File: config.mk
export PLATFORM = sky130hd
export DESIGN_NAME = ram_256x64_arb_flat
export DESIGN_NICKNAME = d
export VERILOG_FILES = /design/src/rtl/ram_256x64_arb_if.sv /design/src/rtl/ram_256x64_arb.sv /design/src/flat_wrapper.sv
export SDC_FILE = /design/constraint.sdc
export NUM_CORES = 1
export LEC_CHECK = 0
export BUFFER_PORTS_ARGS = -buffer_cell sky130_fd_sc_hd__buf_2
export CAP_MARGIN = 40
export CORE_AREA = 8 8 166 168
export CTS_CLUSTER_SIZE = 30
export DETAILED_ROUTE_END_ITERATION = 10
export DIE_AREA = 0 0 174 176
export GPL_ROUTABILITY_DRIVEN = 1
export PLACE_DENSITY = 0.51
export SLEW_MARGIN = 20
export SYNTH_ARGS = -nofsm -noshare
export SYNTH_HDL_FRONTEND = slang
export SYNTH_SLANG_ARGS = --single-unit
File: constraint.sdc
create_clock -name CLK -period 1.7 [get_ports CLK]
set_input_delay 0.085 -clock CLK [delete_from_list [all_inputs] [get_ports CLK]]
set_output_delay 0.085 -clock CLK [all_outputs]
set_load 0.05 [all_outputs]
File: src/rtl/ram_256x64_arb_if.sv
// ram_256x64_arb_if: one requester port of the RAM arbiter.
//   REQ    requester -> arbiter  access request, held stable until GNT
//   WE     requester -> arbiter  byte write enables (0 = read)
//   A      requester -> arbiter  word address
//   Di     requester -> arbiter  write data
//   GNT    arbiter -> requester  request accepted this cycle
//   RVALID arbiter -> requester  one-cycle pulse, Do holds read data
//   Do     arbiter -> requester  read data (held until next RVALID)
interface ram_256x64_arb_if;
  logic        REQ;
  logic [7:0]  WE;
  logic [7:0]  A;
  logic [63:0] Di;
  logic        GNT;
  logic        RVALID;
  logic [63:0] Do;

  modport master (output REQ, WE, A, Di, input GNT, RVALID, Do);
  modport slave  (input REQ, WE, A, Di, output GNT, RVALID, Do);
endinterface

File: src/rtl/ram_256x64_arb.sv
// ram_256x64_arb: round-robin arbiter/sequencer for two requesters sharing one
// 256x64 single-port RAM with byte write enables.
//   CLK, RST_N   clock and asynchronous active-low reset
//   m0, m1       requester ports (ram_256x64_arb_if.slave)
//   RAM_EN/WE/A/Di  RAM control, combinational from the granted request
//   RAM_Do       RAM read data, valid the cycle after a read access
// Parameter INIT_PRIO selects the requester winning the first contested cycle.
// Optional macro ARB_RDATA_REG_EN adds a read-data register stage (latency 2).
module ram_256x64_arb #(
  parameter int unsigned INIT_PRIO = 0
) (
  input  logic                  CLK,
  input  logic                  RST_N,
  ram_256x64_arb_if.slave       m0,
  ram_256x64_arb_if.slave       m1,
  output logic                  RAM_EN,
  output logic [7:0]            RAM_WE,
  output logic [7:0]            RAM_A,
  output logic [63:0]           RAM_Di,
  input  logic [63:0]           RAM_Do
);

  localparam int unsigned DW = 64;
  localparam int unsigned AW = 8;
  localparam int unsigned BW = DW / 8;
  // LAST starts at the other requester so INIT_PRIO wins first.
  localparam logic LAST_RST = (INIT_PRIO == 0) ? 1'b1 : 1'b0;

  logic          last_q, last_d;
  logic          pend_valid_q, pend_valid_d;
  logic          pend_id_q, pend_id_d;
  logic [DW-1:0] do0_q, do0_d;
  logic [DW-1:0] do1_q, do1_d;

  logic          gnt0, gnt1, any_gnt;
  logic          src_valid, src_id;
  logic [DW-1:0] src_data;
  logic          rvalid0, rvalid1;

`ifdef ARB_RDATA_REG_EN
  logic          rd_valid_q, rd_valid_d;
  logic          rd_id_q, rd_id_d;
  logic [DW-1:0] rd_data_q, rd_data_d;
`endif

  // Grant, RAM port mux, pending-read tracking and read-data return.
  always_comb begin
    // Grants are gated by reset so the RAM port is quiet while RST_N is low.
    gnt0    = RST_N & m0.REQ & (~m1.REQ | last_q);
    gnt1    = RST_N & m1.REQ & (~m0.REQ | ~last_q);
    any_gnt = gnt0 | gnt1;

    RAM_EN = any_gnt;
    RAM_WE = BW'(0);
    RAM_A  = AW'(0);
    RAM_Di = DW'(0);
    if (gnt0) begin
      RAM_WE = m0.WE;
      RAM_A  = m0.A;
      RAM_Di = m0.Di;
    end else if (gnt1) begin
      RAM_WE = m1.WE;
      RAM_A  = m1.A;
      RAM_Di = m1.Di;
    end

    last_d       = any_gnt ? gnt1 : last_q;
    pend_valid_d = any_gnt && (RAM_WE == BW'(0));
    pend_id_d    = gnt1;

`ifdef ARB_RDATA_REG_EN
    rd_valid_d = pend_valid_q;
    rd_id_d    = pend_id_q;
    rd_data_d  = RAM_Do;
    src_valid  = rd_valid_q;
    src_id     = rd_id_q;
    src_data   = rd_data_q;
`else
    src_valid  = pend_valid_q;
    src_id     = pend_id_q;
    src_data   = RAM_Do;
`endif

    rvalid0 = src_valid & ~src_id;
    rvalid1 = src_valid & src_id;

    m0.GNT    = gnt0;
    m1.GNT    = gnt1;
    m0.RVALID = rvalid0;
    m1.RVALID = rvalid1;
    // Returned data is visible in the RVALID cycle and held afterwards.
    m0.Do     = rvalid0 ? src_data : do0_q;
    m1.Do     = rvalid1 ? src_data : do1_q;
    do0_d     = m0.Do;
    do1_d     = m1.Do;
  end

  // State registers.
  always_ff @(posedge CLK or negedge RST_N) begin
    if (!RST_N) begin
      last_q       <= LAST_RST;
      pend_valid_q <= 1'b0;
      pend_id_q    <= 1'b0;
      do0_q        <= DW'(0);
      do1_q        <= DW'(0);
`ifdef ARB_RDATA_REG_EN
      rd_valid_q   <= 1'b0;
      rd_id_q      <= 1'b0;
      rd_data_q    <= DW'(0);
`endif
    end else begin
      last_q       <= last_d;
      pend_valid_q <= pend_valid_d;
      pend_id_q    <= pend_id_d;
      do0_q        <= do0_d;
      do1_q        <= do1_d;
`ifdef ARB_RDATA_REG_EN
      rd_valid_q   <= rd_valid_d;
      rd_id_q      <= rd_id_d;
      rd_data_q    <= rd_data_d;
`endif
    end
  end

endmodule

File: src/flat_wrapper.sv
// flat-port wrapper written by rule: the top's interface ports become plain ports
module ram_256x64_arb_flat 
#(
  parameter int unsigned INIT_PRIO = 0
)
  (CLK, RST_N, RAM_EN, RAM_WE, RAM_A, RAM_Di, RAM_Do, m0_REQ, m0_WE, m0_A, m0_Di, m0_GNT, m0_RVALID, m0_Do, m1_REQ, m1_WE, m1_A, m1_Di, m1_GNT, m1_RVALID, m1_Do);
  ram_256x64_arb_if m0_i ();
  ram_256x64_arb_if m1_i ();
  input  logic CLK;
  input  logic RST_N;
  output logic RAM_EN;
  output logic [7:0] RAM_WE;
  output logic [7:0] RAM_A;
  output logic [63:0] RAM_Di;
  input  logic [63:0] RAM_Do;
  input wire logic [$bits(m0_i.REQ)-1:0] m0_REQ;
  input wire logic [$bits(m0_i.WE)-1:0] m0_WE;
  input wire logic [$bits(m0_i.A)-1:0] m0_A;
  input wire logic [$bits(m0_i.Di)-1:0] m0_Di;
  output wire logic [$bits(m0_i.GNT)-1:0] m0_GNT;
  output wire logic [$bits(m0_i.RVALID)-1:0] m0_RVALID;
  output wire logic [$bits(m0_i.Do)-1:0] m0_Do;
  input wire logic [$bits(m1_i.REQ)-1:0] m1_REQ;
  input wire logic [$bits(m1_i.WE)-1:0] m1_WE;
  input wire logic [$bits(m1_i.A)-1:0] m1_A;
  input wire logic [$bits(m1_i.Di)-1:0] m1_Di;
  output wire logic [$bits(m1_i.GNT)-1:0] m1_GNT;
  output wire logic [$bits(m1_i.RVALID)-1:0] m1_RVALID;
  output wire logic [$bits(m1_i.Do)-1:0] m1_Do;
  assign m0_i.REQ = m0_REQ;
  assign m0_i.WE = m0_WE;
  assign m0_i.A = m0_A;
  assign m0_i.Di = m0_Di;
  assign m0_GNT = m0_i.GNT;
  assign m0_RVALID = m0_i.RVALID;
  assign m0_Do = m0_i.Do;
  assign m1_i.REQ = m1_REQ;
  assign m1_i.WE = m1_WE;
  assign m1_i.A = m1_A;
  assign m1_i.Di = m1_Di;
  assign m1_GNT = m1_i.GNT;
  assign m1_RVALID = m1_i.RVALID;
  assign m1_Do = m1_i.Do;
  ram_256x64_arb #(.INIT_PRIO(INIT_PRIO)) u_core (.CLK(CLK), .RST_N(RST_N), .m0(m0_i), .m1(m1_i), .RAM_EN(RAM_EN), .RAM_WE(RAM_WE), .RAM_A(RAM_A), .RAM_Di(RAM_Di), .RAM_Do(RAM_Do));
endmodule
==> flow_metrics.tcl <==
set metrics [dict create \
    status "complete, but fails checks" \
    violations "hold timing, setup timing" \
    reg2reg_setup_slack_ns 0.03 \
    via_count_of_the_first_global_routing_pass 6704 \
    total_clock_buffers_created_by_cts 17 \
    layout.cells.most_common "sky130_fd_sc_hd__buf_2" \
    min-delay-path-class "input port to async pin" \
    final_max_slew_viol_count 0 \
    max_cap_viol 0 \
    groute.usage.overall 0.204 \
    yosys_warnings 0 \
    layout.cells.most_common_list "255 x sky130_fd_sc_hd__buf_2, 130 x sky130_fd_sc_hd__dfrtp_1, 80 x sky130_fd_sc_hd__buf_6" \
    cts_hold_repair.buffers 66 \
    synthesis.area_sq_mm 0.00582 \
    detail_route.drc_violations 0 \
    placement.cell_area_sq_mm 0.00874 \
    htree_num_levels 4 \
    worstPathArrival_ns 2.00 \
    synthesis.instances 391 \
    critPathLaunch "u_core.pend_valid_q" \
    post-route-period-util 1.22 \
    gp_routability_congestion 0.897 \
    routedWlPerCell_microns 25.8 \
    global_route.overflow_total 0 \
    multi_input_comb_area_sq_mm 0.00277 \
    finish.instance_area_sq_mm 0.0127 \
    syn-mean-instance-area_sq_um 14.9 \
    final_setup_violation_count 211 \
    insertion_delay_ns 0.42 \
    ioPinCount 441 \
    vdd.ir_drop.worst_v 0.000889 \
    die_outline_area_sq_mm 0.0306 \
    vias 6030 \
    num-fill-cells 2133 \
    initial_utilization 0.234 \
    timing_worst_slew_pin_value_ns 0.777 \
    fp-row-count 58 \
    unrepaired_setup_endpoints_after_global_routing "true" \
    timing.slew.headroom 0.482 \
    place_ws_ns -0.190 \
    achievable-frequency_mhz 480 \
    synth_net_count 619 \
    crit_path_max_fanout 6 \
    seqCellArea_sq_mm 0.00328 \
    die_x_microns 174 \
    tritoncts "yes" \
    area.growth.synth_to_final_pct 118 \
    number_of_distinct_library_cells_after_synthesis 21 \
    worst_r2r_startpoint "u_core.pend_valid_q" \
    fraction_of_final_layout_cells_with_drive_strength_greater_than_1 0.683 \
    placedCellCount 1148 \
    final.setup.worst_slack_ns -0.381 \
    die-height_microns 176 \
    synth.ff_latch_count 131 \
    fin_cells 1322 \
    power.density_cell_area_mw_per_mm2 1500 \
    cts_sinks 131 \
    finalCriticalPeriod_ns 2.08 \
    grt_start_max_net_pins 134 \
    critical_path_required_ns 1.62 \
    ys_seq_area_frac 0.564 \
    worst_setup_hold_path_clk_slew_ns 0.07 \
    hold_ws_ns -0.140 \
    critical_path.endpoint_type "primary output" \
    numPortBuffers 440 \
    cts_root_buffer "sky130_fd_sc_hd__clkbuf_16" \
    total_leakage_power_nw 6.18 \
    routed_wirelength_microns 34100 \
    residual_antenna_violating_net_count_after_detailed_routing 0 \
    grt_antenna_before_repair 27 \
    cts.path.max_buffers 2 \
    viasPerCell 4.56 \
    timing_worst_setup_path_type "flip-flop to primary output" \
    timing.critical_path.from_type "flip-flop" \
    drt_first_pass_iters 4 \
    floorplan_core_area_sq_mm 0.0248 \
    first_pass_grt_wire_length_microns 46000 \
    clock_skew_ns 0.0143 \
    timing.final.hold_violations 58 \
    total_number_of_nets_in_the_final_design 1193 \
    detailedPlacementHpwl_microns 23900 \
    first_iter_violations 297 \
]
## kinds of logic after synthesis
group | share of synthesized area
buffers and inverters | 0.0450
AO/OA/AOI/OAI | 0.127
AND/OR/NAND/NOR | 0.0164
flip-flops | 0.564
multiplexers | 0.248
## through the flow
step	total power, mW	utilization	setup TNS, ns
final	19.0	0.512	-60.03
after global routing	19.7	0.511	-79.02
after CTS	18.8	0.494	-67.80
after detailed placement	12.5	0.352	-9.02
after global placement	12.4	0.352	-6.26
after floorplan	10.3	-	0
## area by class of cell
| class | instances | area share |
|---|---|---|
| Inverter | 3 | 0.000886 |
| Tap cell | 330 | 0.0325 |
| Antenna cell | 14 | 0.00276 |
| Clock buffer | 18 | 0.0338 |
| Timing Repair Buffer | 584 | 0.438 |
| Clock inverter | 14 | 0.0159 |
| Multi-Input combinational cell | 228 | 0.218 |
| Sequential cell | 131 | 0.258 |
## layer usage
layer,up-vias,wire length (microns),share of wire,global-route usage
met4,4,1390,0.041,0.0691
met1,2972,11600,0.34,0.197
met2,328,18300,0.54,0.388
li1,2650,-,-,-
met5,-,23,0.00067,0
met3,76,2800,0.082,0.0814
## critical path: stages, from the launching register on
cell                      delay, ns
sky130_fd_sc_hd__dfrtp_1       0.41
sky130_fd_sc_hd__nor2b_4       0.15
sky130_fd_sc_hd__buf_12        0.13
sky130_fd_sc_hd__buf_12        0.12
sky130_fd_sc_hd__buf_12        0.13
sky130_fd_sc_hd__buf_16        0.14
sky130_fd_sc_hd__mux2_4        0.33
sky130_fd_sc_hd__buf_8         0.16
## path summary, 6_finish.rpt
| check | cells past startpoint | end |
|---|---|---|
| worst min register to register | 1 | u_core.do1_q[47] |
| worst min-delay path | 3 | u_core.pend_id_q |
| max in group asynchronous | 3 | u_core.do0_q[5] |
| worst max register to register | 7 | u_core.do0_q[21] |
| min in group CLK | 4 | u_core.pend_valid_q |
| worst max-delay path | 7 | m0_Do[16] |
## state kept, by name, indices dropped and copies added, names as in the netlist
name / flops
u_core.do0_q: 64
u_core.last_q: 1
u_core.pend_id_q: 1
u_core.do1_q: 64
u_core.pend_valid_q: 1
## Yosys cell counts
master,number,area (sq um)
sky130_fd_sc_hd__dfstp_2,1,26.3
sky130_fd_sc_hd__nor4b_1,1,8.76
sky130_fd_sc_hd__buf_2,11,55.1
sky130_fd_sc_hd__a22o_1,80,701
sky130_fd_sc_hd__and2_1,1,6.26
sky130_fd_sc_hd__mux2_2,79,890
sky130_fd_sc_hd__nor4_1,3,18.8
sky130_fd_sc_hd__o21a_1,1,7.51
sky130_fd_sc_hd__mux2_1,49,552
sky130_fd_sc_hd__nor2_4,2,22.5
sky130_fd_sc_hd__nor2b_1,1,6.26
sky130_fd_sc_hd__a211oi_1,2,15.0
sky130_fd_sc_hd__dfrtp_1,130,3250
sky130_fd_sc_hd__o32a_1,1,10.0
sky130_fd_sc_hd__buf_6,14,158
sky130_fd_sc_hd__nand2_1,4,15.0
sky130_fd_sc_hd__nor2_1,1,3.75
sky130_fd_sc_hd__o21ai_0,1,5.00
sky130_fd_sc_hd__inv_1,3,11.3
sky130_fd_sc_hd__buf_4,5,37.5
sky130_fd_sc_hd__nor2b_4,1,13.8
## report_power, final
| group | switching (mW) | internal, mW |
|---|---|---|
| sequential | 0.284 | 4.15 |
| combinational | 6.52 | 4.15 |
| clock | 1.44 | 2.48 |
| total | 8.24 | 10.8 |
## timing repair
item                                   4_1_cts  5_1_grt
pin swaps                                   34       50
gates resized for setup                    450       51
gates cloned                                15        9
endpoints found under the hold margin      253       31
setup endpoints to repair                  210      215
setup buffers                               27       17
No activity file was read; power rests on OpenSTA's default activity.
